### src/rtl/ap_seq_ctrl.sv
// Aging-pattern sequencer: steps AP Mode through a masked pattern set, N frames each, for a set loop count.
// Latency: all outputs registered; Mode/enable change on the clk edge that sees the vsync leading edge.
// Backpressure: none; start/stop are 1-cycle pulses, start ignored while busy. Watchdog: `AP_SEQ_TIMEOUT_EN.
module ap_seq_ctrl #(
    parameter bit VS_POL = 1'b1,
    parameter int CNT_W  = 8,
    parameter int LOOP_W = 8
`ifdef AP_SEQ_TIMEOUT_EN
    ,
    parameter int TO_CYC = 2_000_000
`endif
) (
    input  logic              clk,
    input  logic              rst_n,
    input  logic              start,
    input  logic              stop,
    input  logic [15:0]       pat_mask,
    input  logic [CNT_W-1:0]  dwell_frames,
    input  logic [LOOP_W-1:0] loops,
    input  logic              DPi_vs,
    output logic              enable,
    output logic [3:0]        Mode,
    output logic              busy,
    output logic              done,
    output logic [LOOP_W-1:0] loop_cnt,
    output logic              err
);

    typedef enum logic [1:0] {
        S_IDLE = 2'd0,
        S_ARM  = 2'd1,
        S_RUN  = 2'd2,
        S_ERR  = 2'd3
    } state_t;

    state_t            state_q, state_d;

    logic              vs_d;
    logic              vs_edge;
    logic [15:0]       mask_q;
    logic [CNT_W-1:0]  dwell_q, dwell_lim;
    logic [CNT_W-1:0]  frame_cnt_q, frame_cnt_d;
    logic [LOOP_W-1:0] loops_q, loop_cnt_q, loop_cnt_d, loop_cnt_inc;
    logic [3:0]        mode_q, mode_d;
    logic [3:0]        start_bit, lo_bit, nx_bit;
    logic              nx_found;
    logic              enable_q, enable_d;
    logic              busy_q, busy_d;
    logic              done_q, done_d;
    logic              err_q, err_d;
    logic              stop_pend_q, stop_pend_d;
    logic              acc_start, stop_now, dwell_end, pass_end, last_loop, timeout;

    // Index of the lowest set bit (0 when the mask is empty).
    function automatic logic [3:0] lowest_bit(input logic [15:0] m);
        logic [3:0] r;
        r = 4'd0;
        for (int i = 15; i >= 0; i--) begin
            if (m[i]) r = 4'(i);
        end
        return r;
    endfunction

    assign vs_edge   = (DPi_vs == VS_POL) && (vs_d != VS_POL);
    assign start_bit = lowest_bit(pat_mask);
    assign lo_bit    = lowest_bit(mask_q);

    // Next pattern: lowest set bit strictly above the current Mode; nx_found=0 means wrap.
    always_comb begin
        nx_bit   = lo_bit;
        nx_found = 1'b0;
        for (int i = 15; i >= 0; i--) begin
            if (mask_q[i] && (i > int'(mode_q))) begin
                nx_bit   = 4'(i);
                nx_found = 1'b1;
            end
        end
    end

    assign acc_start    = start && (pat_mask != 16'h0000) &&
                          ((state_q == S_IDLE) || (state_q == S_ERR));
    assign dwell_lim    = (dwell_q == '0) ? '0 : dwell_q - CNT_W'(1);
    assign dwell_end    = (frame_cnt_q == dwell_lim);
    assign pass_end     = dwell_end && !nx_found;
    assign loop_cnt_inc = loop_cnt_q + LOOP_W'(1);
    assign last_loop    = (loops_q != '0) && (loop_cnt_inc == loops_q);
    assign stop_now     = stop || stop_pend_q;

`ifdef AP_SEQ_TIMEOUT_EN
    localparam int TO_W = $clog2(TO_CYC + 1);
    logic [TO_W-1:0] to_cnt_q;

    // Watchdog: counts cycles since the last vsync edge while armed or running.
    always_ff @(posedge clk or negedge rst_n) begin
        if (!rst_n) begin
            to_cnt_q <= '0;
        end else if (vs_edge || !((state_q == S_ARM) || (state_q == S_RUN))) begin
            to_cnt_q <= '0;
        end else begin
            to_cnt_q <= to_cnt_q + TO_W'(1);
        end
    end

    assign timeout = ((state_q == S_ARM) || (state_q == S_RUN)) && !vs_edge &&
                     (to_cnt_q == TO_W'(TO_CYC - 1));
`else
    assign timeout = 1'b0;
`endif

    // State register.
    always_ff @(posedge clk or negedge rst_n) begin
        if (!rst_n) state_q <= S_IDLE;
        else        state_q <= state_d;
    end

    // Next-state: ARM waits for the first frame, RUN leaves on a stop or on the last pass.
    always_comb begin
        state_d = state_q;
        case (state_q)
            S_IDLE: if (acc_start) state_d = S_ARM;
            S_ARM: begin
                if (timeout)      state_d = S_ERR;
                else if (stop)    state_d = S_IDLE;
                else if (vs_edge) state_d = S_RUN;
            end
            S_RUN: begin
                if (timeout) state_d = S_ERR;
                else if (vs_edge && (stop_now || (pass_end && last_loop))) state_d = S_IDLE;
            end
            S_ERR:   if (acc_start) state_d = S_ARM;
            default: state_d = S_IDLE;
        endcase
    end

    // Output/datapath next values; Mode only moves on an accepted start or a frame boundary.
    always_comb begin
        mode_d      = mode_q;
        frame_cnt_d = frame_cnt_q;
        loop_cnt_d  = loop_cnt_q;
        done_d      = 1'b0;
        stop_pend_d = 1'b0;
        enable_d    = (state_d == S_RUN);
        busy_d      = (state_d == S_ARM) || (state_d == S_RUN);
        err_d       = (state_d == S_ERR);
        if (acc_start) begin
            mode_d      = start_bit;
            frame_cnt_d = '0;
            loop_cnt_d  = '0;
        end else if ((state_q == S_ARM) && vs_edge) begin
            frame_cnt_d = '0;
        end else if ((state_q == S_RUN) && vs_edge && !stop_now) begin
            if (dwell_end) begin
                frame_cnt_d = '0;
                if (pass_end) begin
                    loop_cnt_d = loop_cnt_inc;
                    if (last_loop) done_d = 1'b1;   // Mode keeps the last pattern shown
                    else           mode_d = lo_bit;
                end else begin
                    mode_d = nx_bit;
                end
            end else begin
                frame_cnt_d = frame_cnt_q + CNT_W'(1);
            end
        end
        // A stop seen mid-frame is held until the next boundary.
        if ((state_q == S_RUN) && (state_d == S_RUN)) stop_pend_d = stop_pend_q | stop;
    end

    // Registered outputs, counters and the run configuration captured on start.
    always_ff @(posedge clk or negedge rst_n) begin
        if (!rst_n) begin
            vs_d        <= 1'b0;
            mask_q      <= '0;
            dwell_q     <= '0;
            loops_q     <= '0;
            frame_cnt_q <= '0;
            loop_cnt_q  <= '0;
            mode_q      <= '0;
            enable_q    <= 1'b0;
            busy_q      <= 1'b0;
            done_q      <= 1'b0;
            err_q       <= 1'b0;
            stop_pend_q <= 1'b0;
        end else begin
            vs_d        <= DPi_vs;
            if (acc_start) begin
                mask_q  <= pat_mask;
                dwell_q <= dwell_frames;
                loops_q <= loops;
            end
            frame_cnt_q <= frame_cnt_d;
            loop_cnt_q  <= loop_cnt_d;
            mode_q      <= mode_d;
            enable_q    <= enable_d;
            busy_q      <= busy_d;
            done_q      <= done_d;
            err_q       <= err_d;
            stop_pend_q <= stop_pend_d;
        end
    end

    assign enable   = enable_q;
    assign Mode     = mode_q;
    assign busy     = busy_q;
    assign done     = done_q;
    assign loop_cnt = loop_cnt_q;
    assign err      = err_q;

endmodule

### config.mk
export PLATFORM = sky130hd
export DESIGN_NAME = ap_seq_ctrl
export DESIGN_NICKNAME = d
export VERILOG_FILES = /design/src/rtl/ap_seq_ctrl.sv
export SDC_FILE = /design/constraint.sdc
export NUM_CORES = 1
export LEC_CHECK = 0
export BUFFER_PORTS_ARGS = -buffer_cell sky130_fd_sc_hd__buf_2
export CAP_MARGIN = 20
export CORE_MARGIN = 3
export CORE_UTILIZATION = 35
export CTS_CLUSTER_SIZE = 25
export DETAILED_ROUTE_END_ITERATION = 12
export PLACE_DENSITY = 0.56
export SETUP_SLACK_MARGIN = 0.1
export SYNTH_ARGS = -nofsm -noshare
export SYNTH_HDL_FRONTEND = slang
export SYNTH_SLANG_ARGS = --single-unit
### constraint.sdc
create_clock -name clk -period 8.3 [get_ports clk]
set_input_delay 1.66 -clock clk [delete_from_list [all_inputs] [get_ports clk]]
set_output_delay 1.66 -clock clk [all_outputs]
set_load 0.01 [all_outputs]
# --- After elaboration in Yosys (flattened, before gate mapping) ---
# Cells that the tools add are included.
# Widths: inputs -> output; s select.
totals:
  register_bits: 60
  mem_bits_rw: 0
  in_bits: 37
  latchBits: 0
  word_cells: 176
  n_memories: 0
  rom_bits: 0
op_classes:
  n_mux: 90
  n_eq_ne: 10
  n_shift: 0
  bitwise_logic: 2
  multipliers: 0
  div_mod_pow: 0
  reduce_logical: 43
  n_addsub: 3
  n_lt_le_gt_ge: 15
op_table:
  columns: ["cell", "count"]
  rows:
  - ["$mux 4", 53]
  - ["$mux 8", 10]
  - ["$gt 4x4->1 const A", 8]
  - ["$logic_and 1x1->1", 26]
  - ["$mux 1", 22]
  - ["$add 8x1->8 const B", 2]
  - ["$eq 8x8->1", 2]
  - ["$gt 3x4->1 const A", 4]
  - ["$reduce_bool 16->1", 1]
  - ["$eq 2x2->1 const B", 4]
  - ["$gt 2x4->1 const A", 2]
  - ["$logic_not 8->1", 1]
  - ["$mux 2", 4]
  - ["$reduce_and 4->1", 2]
  - ["$reduce_bool 8->1", 1]
  - ["$sub 8x1->8 const B", 1]
  - ["$pmux 2 s3", 1]
  - ["$reduce_bool 2->1", 3]
  - ["$eq 2x1->1 const B", 2]
  - ["$gt 1x4->1 const A", 1]
  - ["$logic_or 1x1->1", 4]
  - ["$ne 3x3->1 const B", 1]
  - ["$reduce_bool 3->1", 1]
  - ["$logic_not 1->1", 2]
  - ["other kinds (5)", 5]

# --- Depth between registers and ports, before layout ---
# Gate-level depths: netlist (run 1).
logic_depth:
  ltp_word: 36
  ltp_mapped: 12
  ltp_nobuf: 12

# --- Least setup slack after synthesis (run 1) ---
# OpenSTA, ideal clock, no wires.
synth_path:
  path_type: "input to register"
  startpoint: "in pat_mask[3]"
  endpoint: "reg mode_q[1], in the netlist Mode[1]"
  n_path_buf: 1
  stages: 8
  t_arrival_ns: 3.763
  slack_ns: 4.412
  setup_ns: 0.125
  path_cell_list: "nor4_1 -> or4b_2 -> and3_1 -> clkbuf_1 -> nor2_1 -> nand2_1 -> o21ai_1 -> mux2_2"
synth_between:
  elab_chain_cells: 5
synth_lines:
  columns: ["item", "line", "rtl"]
  rows:
  - ["from (decl)", "17", "input logic [15:0] pat_mask,"]
  - ["$reduce_bool 16->1 / $mux 4 (equally long branches)", "80, 59", null]
  - ["$logic_and 1x1->1 / $mux 4 (equally long branches) (2 in a row)", "80, 59", null]
  - ["$ne 3x3->1 (no source line), or another cell as far along", null, null]
  - ["$reduce_and 4->1 (no source line) / $mux 4 (equally long branches)", null, null]
  - ["to (signal assigned)", "193", "mode_q <= mode_d;"]
  - ["to (decl)", "44", "logic [3:0] mode_q, mode_d;"]
# Parallel ways exist; a longest one is shown, timed or not.
# A chain may end at the register's enable or synchronous reset.

# --- Worst setup path in the final report (run 1) ---
# Ends and elaborated chain as after synthesis.

==> results of run 1 <==
[power groups by stage]
| stage | sequential (uW) | combinational, uW | clock, uW |
|---|---|---|---|
| global route | 558 | 747 | 293 |
| CTS | 537 | 656 | 278 |
| finish | 543 | 652 | 272 |
| global placement | 543 | 638 | 0 |
| detailed placement | 541 | 653 | 0 |
| floorplan | 482 | 523 | 0 |
[routing by layer]
layer	up-vias	GRT usage
met5	-	0
met4	0	0.07635
met3	16	0.03439
met2	114	0.2678
met1	1715	0.2297
li1	1779	-
[critical path, cell delays in order]
cell and delay (ns):
buf_2 0.12, nor4_1 0.42, or4b_2 0.66, and3_2 0.58
nor2_1 0.26, nand2_1 0.08, o21ai_1 0.36, mux2_2 0.38
[flip-flops by register name, indices dropped and copies added (netlist names), 2 cells and up]
name and cells:
frame_cnt_q 8, mask_q 16, Mode 4, dwell_q 8, loop_cnt 8, loops_q 8
state_q 2
[cells in the final DEF, fill, tap and decap left out, types with 7 or more instances in the layout]
master and n:
xor2_1 7, nand3_1 17, nand2_1 114, inv_1 16, nor3_1 7, and3_1 7, xnor2_1 13, nor4_1 8
a31oi_1 8, nand2b_1 8, clkbuf_8 11, dfrtp_1 60, ha_1 8, buf_2 52, a21oi_1 25, o21ai_0 27
nor2_1 35
[cells by family (layout without fill, tap and decap cells)]
logic type	count (synthesis)	after routing	synth area share
compound gates	111	111	0.1913
buf+inv	35	87	0.03735
flops	60	60	0.3897
fa+ha+maj	8	8	0.02598
simple gates	233	233	0.2913
mux	7	7	0.01884
xor+xnor	20	20	0.04547
[area by class of cell]
| type | count | area [um^2] | share of cell area |
|---|---|---|---|
| Clock buffer | 12 | 155.1 | 0.03509 |
| Timing Repair Buffer | 54 | 275.3 | 0.06225 |
| Tap cell | 136 | 170.2 | 0.03848 |
| Multi-Input combinational cell | 379 | 2208 | 0.4994 |
| Sequential cell | 60 | 1501 | 0.3396 |
| Inverter | 17 | 63.81 | 0.01443 |
| Clock inverter | 4 | 47.55 | 0.01075 |
[worst paths after layout]
check | end | slack (ns) | depth (start not counted)
setup reg to reg | stop_pend_q | 4.95 | 12
hold / removal | loops_q[6] | 0.53 | 2
max in group asynchronous | mask_q[4] | 6.30 | 2
min in group asynchronous | err | 1.47 | 2
hold reg to reg | loops_q[6] | 0.53 | 2
setup / recovery | Mode[1] | 4.02 | 8
[stage by stage]
stage | utilization | hold slack, ns | power (uW)
2_1_floorplan | - | 0.4695 | 1005
3_3_place_gp | 0.4015 | 0.5104 | 1181
3_5_place_dp | 0.4015 | 0.5159 | 1195
4_1_cts | 0.4208 | 0.5344 | 1471
5_1_grt | 0.4208 | 0.5608 | 1599
6_report | 0.4208 | 0.5279 | 1467
==> results.yml, run 1 <==
run_status:
  status: "finished clean"
global_route:
  antenna_found_initial: 0
  overflow: 0
  grt_max_degree: 61
  grt_pass1_wl_um: 17310
  track_usage: 0.1715
  grt_pass1_vias: 3566
finish:
  design_area_um2: 4422
  drive_gt1_frac: 0.1711
  nFillCells: 1039
  stdcell_count: 662
  syn_to_final_growth_pct: 14.78
  antenna_cells: 0
  final_nets: 566
placement:
  place_area_um2: 4219
  place_inst: 646
  port_buffers: 52
  dp_slack_ns: 3.657
  gp_congestion: 0.8563
  hpwl_um: 7597
route:
  num_vias: 3624
  drc: 0
  dr.max_layer_used: "met4"
  wl_per_cell_um: 15.68
  detail-route-antenna-nets: 0
  wl_met1_um: 4793
  drtIter0Drc: 184
  drt_pass1_iterations: 5
  viasPerCell: 5.474
  wl_met3_um: 568
  wl_met2_um: 4818
  wl_um: 10380
power:
  internal_power_uw: 817.7
  leakagePower_uw: 0.002057
  vdd_drop_max_mv: 0.1128
  power_frac_clock: 0.186
  p_sw_uw: 649.7
  comb_power_share: 0.444
  p_seq_frac: 0.370
  netSwitchingFraction: 0.4428
  powerDensity_nw_per_um2: 331.9
clock_tree:
  cts_buffers: 9
  post_cts_resized: 0
  clkLatencyLatePin_ns: 0.35
  tritoncts: "built"
  clockBufferDepth: 2
  cts_root_buffer: "clkbuf_8"
  clkTransAtPathRegs_ns: 0.07
  clock-sinks: 60
  cts_setup_buffers: 0
  h-tree-depth: 3
  cts_hold_buf: 0
timing:
  worst_pin_slew_ns: 0.9822
  fin_setup_tns_ns: 0
  min_period_over_period: 0.5159
  slew_headroom: 0.3452
  setup_viol: 0
  fmax_ghz: 0.2335
  fin_skew_ns: 0.009217
  fin_ws_ns: 4.018
  rsz0062_at_grt: "no"
  fin_crit_ns: 4.282
  hold_viol: 0
  slew_viol_final: 0
logic_synthesis:
  netlist_instances: 474
  synth_top_cell_by_area: "dfrtp_1"
  synth-main-ff-cell: "dfrtp_1"
  yosysWarningCount: 0
  synth.top_cell.area_share: 0.3897
  synthesis.nets: 519
  ys_async_sr_fraction: 1.000
  synth_area_leaders: "dfrtp_1 39%, nand2_1 11%, o21ai_0 3.5%, nor2_1 3.4%, a21oi_1 3.2%"
  post-synth-top-count-cell: "nand2_1"
  synth_edf_count: 0
  syn_avg_cell_area_um2: 8.128
  yosysSeqAreaShare: 0.3897
  synth_area_um2: 3852
  ys_ff_latch: 60
  synth_commonest_cells: "114 x nand2_1, 60 x dfrtp_1, 35 x nor2_1"
  synth.distinct_cells: 62
floorplanning:
  start_util: 0.3666
  dieArea_um2: 12300
  io_pins: 53
  die_w_um: 110.9
  core_area_um2: 10510
  fp-row-count: 37
  chipHeight_um: 110.9
worst_hold_path:
  hp-class: "register to register"
  min_from: "loops_q[6]"
run:
  cap_violations: 0
setup_path:
  worst_setup_path_end_kind: "register"
  crit_arrival_ns: 4.52
  path_max_fanout: 54
  start_kind: "primary input"
  critPathLaunch: "pat_mask[3]"
  r2r_start: "dwell_q[0]"
  crit_required_ns: 8.54
  critPathKind: "primary input to register"
Power figures use the tool's default switching activity.
==> inputs of run 2 (changes only) <==
--- a/config.mk
+++ b/config.mk
@@ -11,7 +11,7 @@
 export CORE_UTILIZATION = 35
 export CTS_CLUSTER_SIZE = 25
 export DETAILED_ROUTE_END_ITERATION = 12
-export PLACE_DENSITY = 0.56
+export PLACE_DENSITY = 0.58
 export SETUP_SLACK_MARGIN = 0.1
 export SYNTH_ARGS = -nofsm -noshare
 export SYNTH_HDL_FRONTEND = slang
==> constraint.sdc (replaced) <==
create_clock -name clk -period 3.6 [get_ports clk]
set_input_delay 0.72 -clock clk [delete_from_list [all_inputs] [get_ports clk]]
set_output_delay 0.72 -clock clk [all_outputs]
set_load 0.01 [all_outputs]
==> run 2 against run 1 <==
Flip-flop and latch count stayed put. Final cell count increased by 1.2%. Routed wire length down 0.12%. Sequential share of layout area decreased by 0.85 points. Worst hold slack worse by 0.16 ns. Global-route usage down 0.24 points. Critical endpoint is now stop_pend_q. Largest cell class unchanged. Largest power group unchanged.
==> results.yml, run 2 (same netlist as run 1, synthesis figures left out) <==
floorplanning:
  io_pins: 53
  start_util: 0.3666
  dieArea_um2: 12300
  chipHeight_um: 110.9
  fp-row-count: 37
  core_area_um2: 10510
  die_w_um: 110.9
timing:
  slew_viol_final: 0
  hold_viol: 0
  worst_pin_slew_ns: 0.6552
  setup_viol: 0
  fin_crit_ns: 3.225
  fin_setup_tns_ns: 0
  fin_skew_ns: 0.01145
  min_period_over_period: 0.8958
  rsz0062_at_grt: "no"
  fmax_ghz: 0.3101
  slew_headroom: 0.5592
  fin_ws_ns: 0.3752
power:
  power_frac_clock: 0.203
  comb_power_share: 0.448
  internal_power_uw: 2017
  p_sw_uw: 1510
  netSwitchingFraction: 0.4281
  powerDensity_nw_per_um2: 777.5
  leakagePower_uw: 0.002118
  vdd_drop_max_mv: 0.2771
  p_seq_frac: 0.349
setup_path:
  crit_arrival_ns: 3.46
  slowest_stage: "dfrtp_1"
  path_cells: "inv_1 -> ha_1 -> nor3b_2 -> and2_2 -> nor3b_1 -> o22ai_1 -> nor3b_2 -> nand3_1 -> o21ai_0 -> a221oi_1 -> ha_1 -> o211a_1"
  path_delay_family: "simple AND/OR/NAND/NOR gates"
  path_max_fanout: 5
  worst_setup_path_end_kind: "register"
  crit_path_max_incr_delay_ns: 0.40
  critPathKind: "register to register"
  crit_required_ns: 3.83
  start_kind: "register"
  cp_num_buf_inv: 1
placement:
  port_buffers: 52
  gp_congestion: 0.8678
  dp_slack_ns: 0.3980
  hpwl_um: 7733
route:
  wl_um: 10370
  wl_met3_um: 565
  viasPerCell: 5.376
  detail-route-antenna-nets: 0
  wl_met1_um: 4785
  wl_met2_um: 4865
  drtIter0Drc: 241
  dr.max_layer_used: "met4"
  drt_pass1_iterations: 5
  num_vias: 3602
  drc: 0
  wl_per_cell_um: 15.48
clock_tree:
  cts_root_buffer: "clkbuf_8"
  tritoncts: "built"
  h-tree-depth: 3
  clockBufferDepth: 2
  cts_hold_buf: 0
  cts_buffers: 9
  clkLatencyLatePin_ns: 0.35
  clkTransAtPathRegs_ns: 0.07
  clock-sinks: 60
  cts_setup_buffers: 0
  post_cts_resized: 0
global_route:
  antenna_found_initial: 0
  grt_pass1_wl_um: 16990
  track_usage: 0.1691
  grt_max_degree: 46
  grt_pass1_vias: 3448
  overflow: 0
run_status:
  status: "finished clean"
finish:
  final_cell_mix: "114 x nand2_1, 60 x dfrtp_1, 52 x buf_2"
  drive_gt1_frac: 0.1835
  nFillCells: 1030
  antenna_cells: 0
  final_nets: 574
  mostFrequentLayoutCell: "nand2_1"
  syn_to_final_growth_pct: 17.73
  largest_reg_flops: 16
  regMostFlops: "mask_q"
run:
  cap_violations: 0
worst_hold_path:
  hp-class: "primary input to async pin"
run 2: cell types whose count changed in the layout (fill, tap and decap cells not counted), sizes merged:
cell and change:
clkinv -2, buf +8, bufinv +1, clkbuf +1
run 2: power by group through the flow:
stage / Combinational (uW) / Clock [uW] / Sequential [uW]
2_1_floorplan: 1210 / 0 / 1110
3_3_place_gp: 1530 / 0 / 1240
3_5_place_dp: 1560 / 0 / 1230
4_1_cts: 1570 / 732 / 1220
5_1_grt: 1780 / 758 / 1270
6_report: 1580 / 716 / 1230
run 2: routing by layer:
layer	global-route usage	vias up
met5	0	-
met4	0.06650	0
met3	0.03548	14
met2	0.2662	116
met1	0.2274	1683
li1	-	1789
run 2: final timing paths:
kind / from / end / slack, ns / cells past startpoint
max: dwell_q[0] / stop_pend_q / 0.38 / 12
min: rst_n / dwell_q[1] / 0.37 / 1
max reg2reg: dwell_q[0] / stop_pend_q / 0.38 / 12
min reg2reg: loops_q[4] / loops_q[4] / 0.51 / 2
max in group asynchronous: rst_n / mask_q[11] / 2.44 / 3
min in group clk: DPi_vs / vs_d / 0.51 / 1
run 2: worst reg2reg max path, cell delays in order, from the launching register on:
cell,delay (ns)
dfrtp_1,0.40
inv_1,0.11
ha_1,0.22
nor3b_2,0.36
and2_2,0.27
nor3b_1,0.26
o22ai_1,0.13
nor3b_2,0.36
nand3_1,0.13
o21ai_0,0.35
a221oi_1,0.20
ha_1,0.24
o211a_1,0.10
run 2: stage by stage:
step | std cells | total power, uW | hold slack [ns] | cell area [um^2] | utilization
floorplan | 474 | 2317 | 0.4244 | 3852 | -
global placement | 653 | 2777 | 0.4937 | 4272 | 0.4065
detailed placement | 653 | 2795 | 0.5032 | 4272 | 0.4065
CTS | 669 | 3524 | 0.4988 | 4508 | 0.4290
global route | 670 | 3807 | 0.3887 | 4536 | 0.4316
finish | 670 | 3526 | 0.3664 | 4536 | 0.4316
run 2: cell type report:
| cell class | instances | area [um^2] | area share |
|---|---|---|---|
| clock buffers | 13 | 168.9 | 0.03724 |
| clock inverters | 3 | 67.56 | 0.01490 |
| inverters | 17 | 63.81 | 0.01407 |
| multi-input cells | 379 | 2208 | 0.4869 |
| flip-flops and latches | 60 | 1501 | 0.3310 |
| well taps | 136 | 170.2 | 0.03752 |
| repair buffers | 62 | 355.3 | 0.07834 |
